[config.mk]
export PLATFORM = sky130hd
export DESIGN_NAME = async_fifo_wside
export DESIGN_NICKNAME = d
export VERILOG_FILES = /design/src/rtl/async_fifo_wside_pkg.sv /design/src/rtl/gray_bin_cnt.sv /design/src/rtl/sync_bus_gray.sv /design/src/rtl/async_fifo_wside.sv
export SDC_FILE = /design/constraint.sdc
export NUM_CORES = 1
export LEC_CHECK = 0
export CAP_MARGIN = 25
export CORE_MARGIN = 4
export CORE_UTILIZATION = 29
export DETAILED_ROUTE_END_ITERATION = 10
export HOLD_SLACK_MARGIN = 0.15
export PLACE_DENSITY_LB_ADDON = 0.2
export SLEW_MARGIN = 20
export SYNTH_ARGS = -nofsm -noshare
export SYNTH_HDL_FRONTEND = slang
export SYNTH_HIERARCHICAL = 1
export SYNTH_SLANG_ARGS = --single-unit
export TNS_END_PERCENT = 5
[constraint.sdc]
create_clock -name clk -period 2.2 [get_ports clk]
set_clock_uncertainty 0.15 [all_clocks]
set_input_delay 0.44 -clock clk [delete_from_list [all_inputs] [get_ports clk]]
set_output_delay 0.44 -clock clk [all_outputs]
set_load 0.02 [all_outputs]
[src/rtl/async_fifo_wside_pkg.sv]
// async_fifo_wside_pkg: shared CDC helpers for the dual-clock FIFO pointer logic
package async_fifo_wside_pkg;

    localparam int MIN_SYNC_STAGES = 2;
    localparam int MAX_SYNC_STAGES = 4;
    localparam int GW = 32;

    // Operands narrower than GW are zero-extended, so the result's low bits are valid at any width.
    function automatic logic [GW-1:0] bin_to_gray(input logic [GW-1:0] b);
        return b ^ (b >> 1);
    endfunction

    // Each binary bit is the XOR of its own and all higher Gray bits.
    function automatic logic [GW-1:0] gray_to_bin(input logic [GW-1:0] g);
        logic [GW-1:0] b;
        b[GW-1] = g[GW-1];
        for (int i = GW - 2; i >= 0; i--) b[i] = b[i+1] ^ g[i];
        return b;
    endfunction

endpackage

[src/rtl/gray_bin_cnt.sv]
// gray_bin_cnt: binary + Gray dual counter with registered Gray output
module gray_bin_cnt
    import async_fifo_wside_pkg::*;
#(
    parameter int W = 4
) (
    input  logic         clk,
    input  logic         rst_n,
    input  logic         en,
    input  logic         clr,
    output logic [W-1:0] count_bin,
    output logic [W-1:0] count_gry
);

    logic [W-1:0] bin_nxt;

    assign bin_nxt = count_bin + W'(1);

    // Advance both encodings together so the Gray output is a clean flop with one bit change per step.
    always_ff @(posedge clk or negedge rst_n) begin
        if (!rst_n) begin
            count_bin <= '0;
            count_gry <= '0;
        end else if (clr) begin
            count_bin <= '0;
            count_gry <= '0;
        end else if (en) begin
            count_bin <= bin_nxt;
            count_gry <= W'(bin_to_gray(GW'(bin_nxt)));
        end
    end

endmodule

[src/rtl/sync_bus_gray.sv]
// sync_bus_gray: multi-flop synchroniser for a Gray-coded bus crossing into this clock domain
module sync_bus_gray
    import async_fifo_wside_pkg::*;
#(
    parameter int W      = 4,
    parameter int STAGES = MIN_SYNC_STAGES
) (
    input  logic         clk,
    input  logic         rst_n,
    input  logic [W-1:0] din,
    output logic [W-1:0] dout
);

    (* keep = "true", dont_retime = "true", async_reg = "true" *)
    logic [W-1:0] sync_q [STAGES];

    // Plain flop chain; Gray coding guarantees at most one bit is in flight per sample.
    always_ff @(posedge clk or negedge rst_n) begin
        if (!rst_n) begin
            for (int i = 0; i < STAGES; i++) sync_q[i] <= '0;
        end else begin
            sync_q[0] <= din;
            for (int i = 1; i < STAGES; i++) sync_q[i] <= sync_q[i-1];
        end
    end

    assign dout = sync_q[STAGES-1];

endmodule

[src/rtl/async_fifo_wside.sv]
// async_fifo_wside: write-domain control of a dual-clock FIFO (pointer, full, fill level)
module async_fifo_wside
    import async_fifo_wside_pkg::*;
#(
    parameter int W_DATA      = 32,
    parameter int W_ADDR      = 3,
    parameter int SYNC_STAGES = 2
) (
    input  logic              clk,
    input  logic              rst_n,
    input  logic [W_DATA-1:0] wdata,
    input  logic              wvalid,
    output logic              wready,
    output logic              full,
    output logic [W_ADDR:0]   level,
    output logic              ram_wen,
    output logic [W_ADDR-1:0] ram_waddr,
    output logic [W_DATA-1:0] ram_wdata,
    output logic [W_ADDR:0]   wptr_gry,
    input  logic [W_ADDR:0]   rptr_gry
);

    localparam int W_PTR = W_ADDR + 1;

    logic             push;
    logic [W_PTR-1:0] wptr_bin;
    logic [W_PTR-1:0] rptr_s;
    logic [W_PTR-1:0] rptr_bin_s;

    gray_bin_cnt #(.W(W_PTR)) u_wptr (
        .clk      (clk),
        .rst_n    (rst_n),
        .en       (push),
        .clr      (1'b0),
        .count_bin(wptr_bin),
        .count_gry(wptr_gry)
    );

    sync_bus_gray #(.W(W_PTR), .STAGES(SYNC_STAGES)) u_rptr_sync (
        .clk  (clk),
        .rst_n(rst_n),
        .din  (rptr_gry),
        .dout (rptr_s)
    );

    // Full and level come only from flop outputs, so wvalid never reaches them combinationally.
    always_comb begin
        rptr_bin_s = W_PTR'(gray_to_bin(GW'(rptr_s)));
        full       = wptr_gry == {~rptr_s[W_ADDR:W_ADDR-1], rptr_s[W_ADDR-2:0]};
        level      = wptr_bin - rptr_bin_s;
        wready     = !full;
        push       = wvalid && wready;
        ram_wen    = push;
        ram_waddr  = wptr_bin[W_ADDR-1:0];
        ram_wdata  = wdata;
    end

endmodule
==> flow_summary.toml <==
[clock_network]
clk_pin_slew_ps = 100
numClockSinks = 15
clock_latency_ps = 290
cts_buffers = 3
hold_buffers = 0
ctsHtreeMaxLevel = 1
cts_tree = "built"
clockRootBuffer = "clkbuf_4"
clk_path_buf_depth = 2

[drt]
drc_errors = 0
ant_nets = 0
viasPerCell = 3.85
vias = 596
drt_first_pass_iters = 3
wl_per_cell_um = 12.0
totalWireLength_um = 1860
drtIter0Drc = 3

[logic_synthesis]
ys_top_cells_by_area = "dfrtp_1 36%, buf_4 27%, xnor2_1 6.8%"
synth-seq-cells = 15
synth_area_mm2 = 0.00103
synth_top_family_by_area = "buffers and inverters"
synth_mux_area_frac = 0.0194
synthesis.instances = 104
synth.distinct_cells = 21
ys_seq_area_frac = 0.364
synth_compound_area_frac = 0.0267
synth_top_area_share = 0.364
synth_area_per_cell_um2 = 9.93
ys_warn_count = 6
synth-simple-area-share = 0.0606
synth_xor_area_frac = 0.159
synthAdderAreaFrac = 0.0679
synth_largest_area_cell = "dfrtp_1"

[setup_path]
critPathMaxFanout = 2
critPathBufInv = 2
cp-end-kind = "output pin"
path_cells = "xnor2_4, xor2_2, xnor2_1, ha_2, fa_2, inv_2, buf_6"
critPathMaxStageDelay_ps = 520
critPathKind = "reg2out"
timing.rr.start = "u_rptr_sync/dout[3]"
crit_path_start = "u_rptr_sync/dout[2]"
worstPathArrival_ps = 2120
worstSetupStartpointType = "flip-flop"
required_ps = 1610
crit_family = "adder cells"
reg2reg_depth = 8
cp.depth = 7
cpMaxStageDelayCell = "fa_2"

[worst_hold_path]
hp-start = "u_rptr_sync/sync_q[4]"
hold_class = "reg2reg"
holdPathStages = 0

[finish]
layout-drive-gt1-share = 0.303
antennaDiodeCount = 0
syn_to_final_growth_pct = 15.0
nets = 154
instances_no_fill = 155

[floorplanning]
die_h_um = 67.7
dieArea_mm2 = 0.00458
chipWidth_um = 67.7
start_util = 0.305
row_count = 21
placeableCoreArea_mm2 = 0.00339
pin_count = 85

[place]
dp_slack_ps = -715
dpl.hpwl_um = 1510
gp_congestion = 0.691
portBuffers = 20
placed_cells = 149

[power]
p_leak_nw = 0.555
clkPwrFrac = 0.206
p_sw_uw = 256
sw_frac_of_total = 0.327
power_density_mw_per_mm2 = 659
p_seq_frac = 0.392
ir_worst_vdd_mv = 0.208
p_int_uw = 527
power_frac_comb = 0.401

[sta]
finalHoldViolations = 0
fmax_ghz = 0.369
rsz0062_at_grt = "true"
fin_ws_ps = -510
hold_ws_ps = 209
slew_violations = 0
layout_min_cycle_time_ps = 2710
final-setup-viol-count = 5
post-route-period-util = 1.23

[global_route]
grt_max_degree = 16
grt_pass1_vias = 642
grt_pass1_wl_um = 3080
grtUsageTotal = 0.0916
antenna_found_initial = 0
grt_overflow = 0

[job]
maxCapViolCount = 0

[run_status]
outcome = "finished, violations left"
violations = "setup timing"
area by class of cell:
type                    count  area [um2]
clock buffers               3        22.5
repair buffers             33         290
well taps                  46        57.6
clock inverters             1        7.51
flip-flops and latches     15         378
fillers                   357        2200
inverters                   7        26.3
multi-input cells          50         405
what timing repair did:
item,4_1_cts,5_1_grt
setup endpoints to repair,7,7
setup buffers,2,0
cloned,0,0
resized for setup,34,3
pin swaps,7,1
routing by layer:
layer	share of wire	wire length, um	up-vias	GRT usage
met5	0	0	-	0
met4	0.056	104	0	0.0785
met3	0.081	151	22	0.0266
met2	0.47	864	20	0.149
met1	0.40	735	268	0.0955
li1	-	-	286	-
power groups by stage:
stage                     combinational, mW  clock [mW]  sequential, mW
after floorplan                       0.257           0           0.321
after global placement                0.304           0           0.312
after detailed placement              0.305           0           0.313
after CTS                             0.320       0.172           0.308
after global routing                  0.344       0.181           0.310
final                                 0.314       0.162           0.307
path summary, 6_finish.rpt:
kind / to / slack, ps
setup / recovery: level[1] / -510
hold / removal: u_rptr_sync/dout[0] / 210
setup reg to reg: u_wptr/count_bin[3] / 380
hold reg to reg: u_rptr_sync/dout[0] / 210
max in group asynchronous: u_rptr_sync/dout[2] / 1400
min in group asynchronous: u_wptr/count_gry[2] / 300
kinds of logic (layout without fill, tap and decap cells):
kind of cell             after synthesis  count (layout)
AO/OA/AOI/OAI                          5               5
XOR/XNOR                              17              17
adder cells (fa/ha/maj)                5               5
buffers and inverters                 45              44
flip-flops                            15              15
multiplexers                           2               2
other                                  1               7
AND/OR/NAND/NOR                       14              14
cell usage after synthesis:
cell      instances
fa_1              1
and2_1            1
o21ai_0           1
xnor2_2           1
ha_1              4
mux2i_1           2
o21ai_1           2
buf_2             1
a21boi_1          1
nand4_1           2
xor2_2            1
a21oi_1           1
nor2_1            6
xnor2_1           8
nand2_1           4
inv_1             7
xor2_1            7
buf_4            37
nand2b_1          1
dfrtp_1          15
conb_1            1
registers in the layout, summed over array words and instances (netlist names):
register / flops
u_rptr_sync/sync_q: 4
u_wptr/count_bin: 4
u_rptr_sync/dout: 4
u_wptr/count_gry: 3
cell usage in the layout, fill, tap and decap left out, types with 2 or more instances in the layout:
cell type and n:
xnor2_1 7, xnor2_4 2, inv_1 5, clkbuf_4 3, inv_2 2, xor2_1 7, o21ai_1 3, nor2_1 6
dfrtp_1 13, conb_1 7, buf_6 3, nand4_1 2, nand2_1 4, buf_4 14, clkdlybuf4s50_1 13, dfrtp_2 2
ha_1 3, clkbuf_2 2, mux2i_1 2
stage by stage:
| stage | utilization | TNS, ps | cell area [um2] | total power, mW |
|---|---|---|---|---|
| 2_1_floorplan | - | -377 | 1090 | 0.578 |
| 6_report | 0.350 | -1540 | 1190 | 0.782 |
| 3_5_place_dp | 0.339 | -2390 | 1150 | 0.619 |
| 5_1_grt | 0.350 | -1990 | 1190 | 0.834 |
| 4_1_cts | 0.353 | -1530 | 1200 | 0.800 |
| 3_3_place_gp | 0.339 | -2150 | 1150 | 0.616 |
Note: power is estimated with default switching activity, not from simulation.
